==> src/rtl/mem_responder.sv <==
// Word-addressed memory slave with a fixed number of wait states and a one-cycle ready/err response.
// Define MEMRESP_BYTE_EN to add the 4-bit byte-enable input "be" for partial-word writes.
module mem_responder #(
  parameter int WORDS = 64,
  parameter int WAIT  = 2
) (
  input  logic        clk,
  input  logic        reset,
  input  logic        req,
  input  logic        we,
  input  logic [31:0] adr,
  input  logic [31:0] wd,
`ifdef MEMRESP_BYTE_EN
  input  logic [3:0]  be,
`endif
  output logic [31:0] rd,
  output logic        ready,
  output logic        err
);

  localparam int          AW      = (WORDS > 1) ? $clog2(WORDS) : 1;
  localparam logic [31:0] WORDS_L = 32'(WORDS);
  localparam logic [3:0]  WAIT_L  = 4'(WAIT);

  localparam logic [1:0] IDLE = 2'd0;
  localparam logic [1:0] BUSY = 2'd1;
  localparam logic [1:0] RESP = 2'd2;

  logic [1:0]    state_reg, state_next;
  logic [3:0]    cnt_reg, cnt_next;
  logic          we_reg;
  logic          err_reg;
  logic [AW-1:0] idx_reg;
  logic [31:0]   wd_reg;
  logic [3:0]    be_reg;

  logic [31:0]   mem [WORDS];
  logic [31:0]   rd_data_reg;

  logic          adr_ok;
  logic          accept;
  logic          commit;
  logic [AW-1:0] rd_idx;
  logic [3:0]    be_in;
  logic [3:0]    lane_we;

`ifdef MEMRESP_BYTE_EN
  assign be_in = be;
`else
  assign be_in = 4'hF;
`endif

  assign adr_ok = (adr[1:0] == 2'b00) && ({2'b00, adr[31:2]} < WORDS_L);
  assign accept = (state_reg == IDLE) && req;

  always_comb begin
    state_next = state_reg;
    cnt_next   = cnt_reg;
    case (state_reg)
      IDLE: begin
        if (req) begin
          if (!adr_ok || WAIT_L == 4'd0) begin
            state_next = RESP;
          end else begin
            state_next = BUSY;
            cnt_next   = WAIT_L;
          end
        end
      end
      BUSY: begin
        cnt_next = cnt_reg - 4'd1;
        if (cnt_reg <= 4'd1) begin
          state_next = RESP;
          cnt_next   = 4'd0;
        end
      end
      RESP: begin
        state_next = IDLE;
        cnt_next   = 4'd0;
      end
      default: begin
        state_next = IDLE;
        cnt_next   = 4'd0;
      end
    endcase
  end

  // Request fields are captured only on acceptance so later bus activity cannot leak in.
  always_ff @(posedge clk) begin
    if (reset) begin
      state_reg <= IDLE;
      cnt_reg   <= 4'd0;
      we_reg    <= 1'b0;
      err_reg   <= 1'b0;
      idx_reg   <= '0;
      wd_reg    <= '0;
      be_reg    <= '0;
    end else begin
      state_reg <= state_next;
      cnt_reg   <= cnt_next;
      if (accept) begin
        we_reg  <= we;
        err_reg <= !adr_ok;
        idx_reg <= adr[AW+1:2];
        wd_reg  <= wd;
        be_reg  <= be_in;
      end
    end
  end

  // The write lands on the edge that closes RESP; a concurrent reset cancels it.
  assign commit = (state_reg == RESP) && we_reg && !err_reg && !reset;

  // With zero wait states the array must be read straight from the incoming address.
  assign rd_idx = (state_reg == IDLE) ? adr[AW+1:2] : idx_reg;

  genvar gi;
  generate
    for (gi = 0; gi < 4; gi++) begin : g_lane
      assign lane_we[gi] = commit && be_reg[gi];
    end
  endgenerate

  always_ff @(posedge clk) begin
    rd_data_reg <= mem[rd_idx];
    for (int b = 0; b < 4; b++) begin
      if (lane_we[b]) begin
        mem[idx_reg][8*b +: 8] <= wd_reg[8*b +: 8];
      end
    end
  end

  assign ready = (state_reg == RESP);
  assign err   = ready && err_reg;
  assign rd    = (ready && !we_reg && !err_reg) ? rd_data_reg : 32'd0;

endmodule

==> config.mk <==
export PLATFORM = sky130hd
export DESIGN_NAME = mem_responder
export DESIGN_NICKNAME = d
export VERILOG_FILES = /design/src/rtl/mem_responder.sv
export SDC_FILE = /design/constraint.sdc
export NUM_CORES = 2
export LEC_CHECK = 0
export CORE_UTILIZATION = 45
export DETAILED_ROUTE_END_ITERATION = 7
export HOLD_SLACK_MARGIN = 0.06
export PLACE_DENSITY_LB_ADDON = 0.2
export SYNTH_ARGS = -nofsm -noshare
export SYNTH_HDL_FRONTEND = slang
export SYNTH_SLANG_ARGS = --single-unit
==> constraint.sdc <==
create_clock -name clk -period 4.6 [get_ports clk]
set_clock_uncertainty 0.1 [all_clocks]
set_input_delay 0.69 -clock clk [delete_from_list [all_inputs] [get_ports clk]]
set_output_delay 0.69 -clock clk [all_outputs]
set_load 0.05 [all_outputs]
==> run_results.csv <==
group,metric,value,unit
logic_synthesis,synth_nets,4915,
power,peakVddDrop,0.000296,V
logic_synthesis,synth-seq-area-share,74.8,%
global_routing,grt_first_pass_wirelength,346,mm
detailed_routing,antenna_left,0,
logic_synthesis,synthTopCellsByCount,"edfxtp_1, mux2i_1, nand2_1",
clock_tree,cts.clk_slew.worst_paths,60,ps
clock_tree,clockBufferDepth,3,
logic_synthesis,synth_mux_area_share,12.1,%
detailed_routing,wire_per_inst,31.7,um
logic_synthesis,synth_flop_cell,"edfxtp_1",
global_routing,grt_pass1_vias,46366,
placement,place_hpwl,135,mm
placement,place_congestion,0.830,
logic_synthesis,syn_area_per_cell,17.4,um2
floorplan,top_level_ports,102,
logic_synthesis,synth_edf_count,2048,
critical_path,crit_path_end_kind,"flip-flop",
global_routing,grt_max_degree,125,
power,p_comb_share,6.1,%
timing,fmax,232,MHz
critical_path,worst-path-max-fanout,24,
cells_and_area,syn2layout_area_growth,14.5,%
cells_and_area,largest_reg_flops,2048,
logic_synthesis,synth_top_cell_by_area,"edfxtp_1",
floorplan,rows,158,
logic_synthesis,synth_compound_area_share,5.98,%
critical_path,r2r_end,"rd_data_reg[30]",
critical_path,ff2ff_path_depth,9,
cells_and_area,final_core_util,52.0,%
power,clkPwrFrac,40.4,%
power,power_density,418,nW/um2
floorplan,die_area,189000,um2
detailed_routing,routed_wl,244,mm
logic_synthesis,synth_cell_types,53,
timing,setup_violations,0,
critical_path,slowest_delay,780,ps
logic_synthesis,yosys.area_share.simple,5.43,%
critical_path,slowest_stage,"a31oi_1",
cells_and_area,fill_cells,14840,
critical_path,cp_cell_sequence,"nor2_4 -> buf_4 -> a31oi_1 -> or2_2 -> buf_4 -> nor4_1 -> buf_4 -> a31oi_1 -> nand3_1",
global_routing,antenna_found_initial,12,
detailed_routing,num_vias,47480,
power,p_seq_share,53.6,%
timing,slew_violations,0,
critical_path,r2r_start,"state_reg[0]",
min_path,worstHoldEndpoint,"wd_reg[18]",
critical_path,crit_path_frequent_cell,"buf_4",
floorplan,die-width,435,um
power,swShare,22.4,%
cells_and_area,fin_nets,5092,
min_path,hold_depth,3,
logic_synthesis,yosys_register_bits,2127,
critical_path,critPathLaunchType,"flip-flop",
power,leakage,33.0,nW
clock_tree,h-tree-depth,4,
clock_tree,cts_tree,"done",
logic_synthesis,yosys.area.top_type_share,72.9,%
cells_and_area,design_area,96600,um2
outcome,status,"completed",
timing,worst_slew_pin_slew,1410,ps
detailed_routing,drc,0,
timing,period_share,93.6,%
logic_synthesis,synthXorXnorAreaFrac,0,%
logic_synthesis,ys_top_cells_by_area,"edfxtp_1, mux4_2, mux2i_1, dfxtp_1, nand2_1",
clock_tree,cts-root-buf,"clkbuf_16",
min_path,hold_path_class,"in -> reg",
global_routing,gr-total-overflow,0,
min_path,holdCritStartpoint,"wd[18]",
clock_tree,post_cts_resized,0,
timing,timing.slew.headroom,6.33,%
global_routing,gr-usage-all-layers,25.5,%
detailed_routing,dr.pass1.iters,6,
placement,placed_area,90100,um2
timing,setup_tns,0,ps
logic_synthesis,yosysWarnings,0,
placement,numPortBuffers,101,
power,p_int,31.4,mW
timing,rsz0062_at_grt,"false",
cells_and_area,drive_gt1_share,17.6,%
job,maxCapViolCount,0,
cells_and_area,final_cells,7684,
critical_path,critPathRequiredTime,5190,ps
critical_path,r2r_setup_slack,290,ps
clock_tree,cts_hold_buf,0,
logic_synthesis,syn_area,84300,um2
logic_synthesis,synth_top_family_by_area,"multiplexers",
power,p_switching,9.06,mW
clock_tree,clock-sinks,2127,
timing,finalHoldViolations,0,
clock_tree,clk_latency,860,ps
logic_synthesis,synthCells,4845,
clock_tree,post-cts-setup-buffers,0,
timing,finalCriticalPeriod,4310,ps
floorplan,fp.dieH,435,um
logic_synthesis,async_reset_ff_share,0,%
detailed_routing,drtIter0Drc,5763,
critical_path,critPathKind,"reg -> reg",
clock_tree,cts_buffers,203,
power,total_power,40.4,mW
logic_synthesis,synth-adder-area-share,0.0297,%
logic_synthesis,yosysMostFrequentCell,"edfxtp_1",
critical_path,critPathArrivalTime,4900,ps
floorplan,start_util,45.4,%
floorplan,coreArea,186000,um2
detailed_routing,vias_per_cell,6.18,
placement,place_inst,7297,
## worst max-delay path, delay by kind of cell (launching register included)
kind            cells  cell delay [ps]
flops               1              700
buf+inv             3              780
simple gates        4             1230
compound gates      2             1290
## area by class of cell
cell class | instances | area, um2 | share of cell area [%]
antenna | 7 | 17.5 | 0.0181
clock buffer | 286 | 5580 | 5.78
clock inverter | 94 | 868 | 0.899
inverter | 4 | 15.0 | 0.0155
multi-input combinational | 2377 | 20500 | 21.2
sequential | 2127 | 63100 | 65.4
tap | 2480 | 3100 | 3.21
timing repair buffer | 309 | 3380 | 3.50
## how the worst max path moves through the flow
stage / cells past startpoint / endpoint / slack, ps / startpoint
floorplan: 6 / mem[63][0] / 570 / state_reg[1]
global placement: 9 / rd_data_reg[18] / 130 / adr[3]
detailed placement: 9 / rd_data_reg[18] / 160 / adr[3]
CTS: 6 / rd[12] / 70 / state_reg[1]
global route: 6 / rd[12] / 170 / state_reg[1]
finish: 9 / rd_data_reg[30] / 290 / state_reg[0]
## placed cells by master (no fill, tap or decap), types with 74 or more instances in the layout
master and n:
a211oi_1 96, a21oi_1 84, a22oi_1 111, a31oi_1 99, and3_1 95, buf_4 149, clkbuf_16 206, clkdlybuf4s50_1 92
edfxtp_1 2048, mux2i_1 418, mux4_2 256, nand2_1 350, nand3_1 81, nor2_1 165, nor2_4 74, o211ai_1 82
## routing by layer
metal  part of all wire, %  vias to the layer above  global-route usage (%)  routed length [um]
met4                   3.4                        4                    8.58                8180
met2                    48                     2056                    41.3              118000
li1                      -                    19946                       -                   -
met1                    41                    25098                    35.5               99300
met3                   7.7                      376                    3.75               18700
met5                 0.010                        -                       0                  25
## cells by family (layout without fill, tap and decap cells)
logic type	after synthesis	after routing
flip-flops	2127	2127
AND/OR/NAND/NOR	972	972
AO/OA/AOI/OAI	710	710
multiplexers	693	693
buffers and inverters	341	693
adder cells (fa/ha/maj)	2	2
other	0	7
## power groups by stage
stage	Clock, mW	Combinational, mW	Sequential, mW
after floorplan	0	1.42	21.9
after global placement	0	2.41	22.0
after detailed placement	0	2.43	22.1
after CTS	16.5	2.44	21.6
after global routing	17.2	2.56	21.6
final	16.3	2.45	21.6
## per-stage QoR
stage	setup slack [ps]	hold WS (ps)
global route	166	255
floorplan	567	331
CTS	69.1	215
global placement	128	345
detailed placement	160	352
finish	294	278
Power figures use the tool's default switching activity.
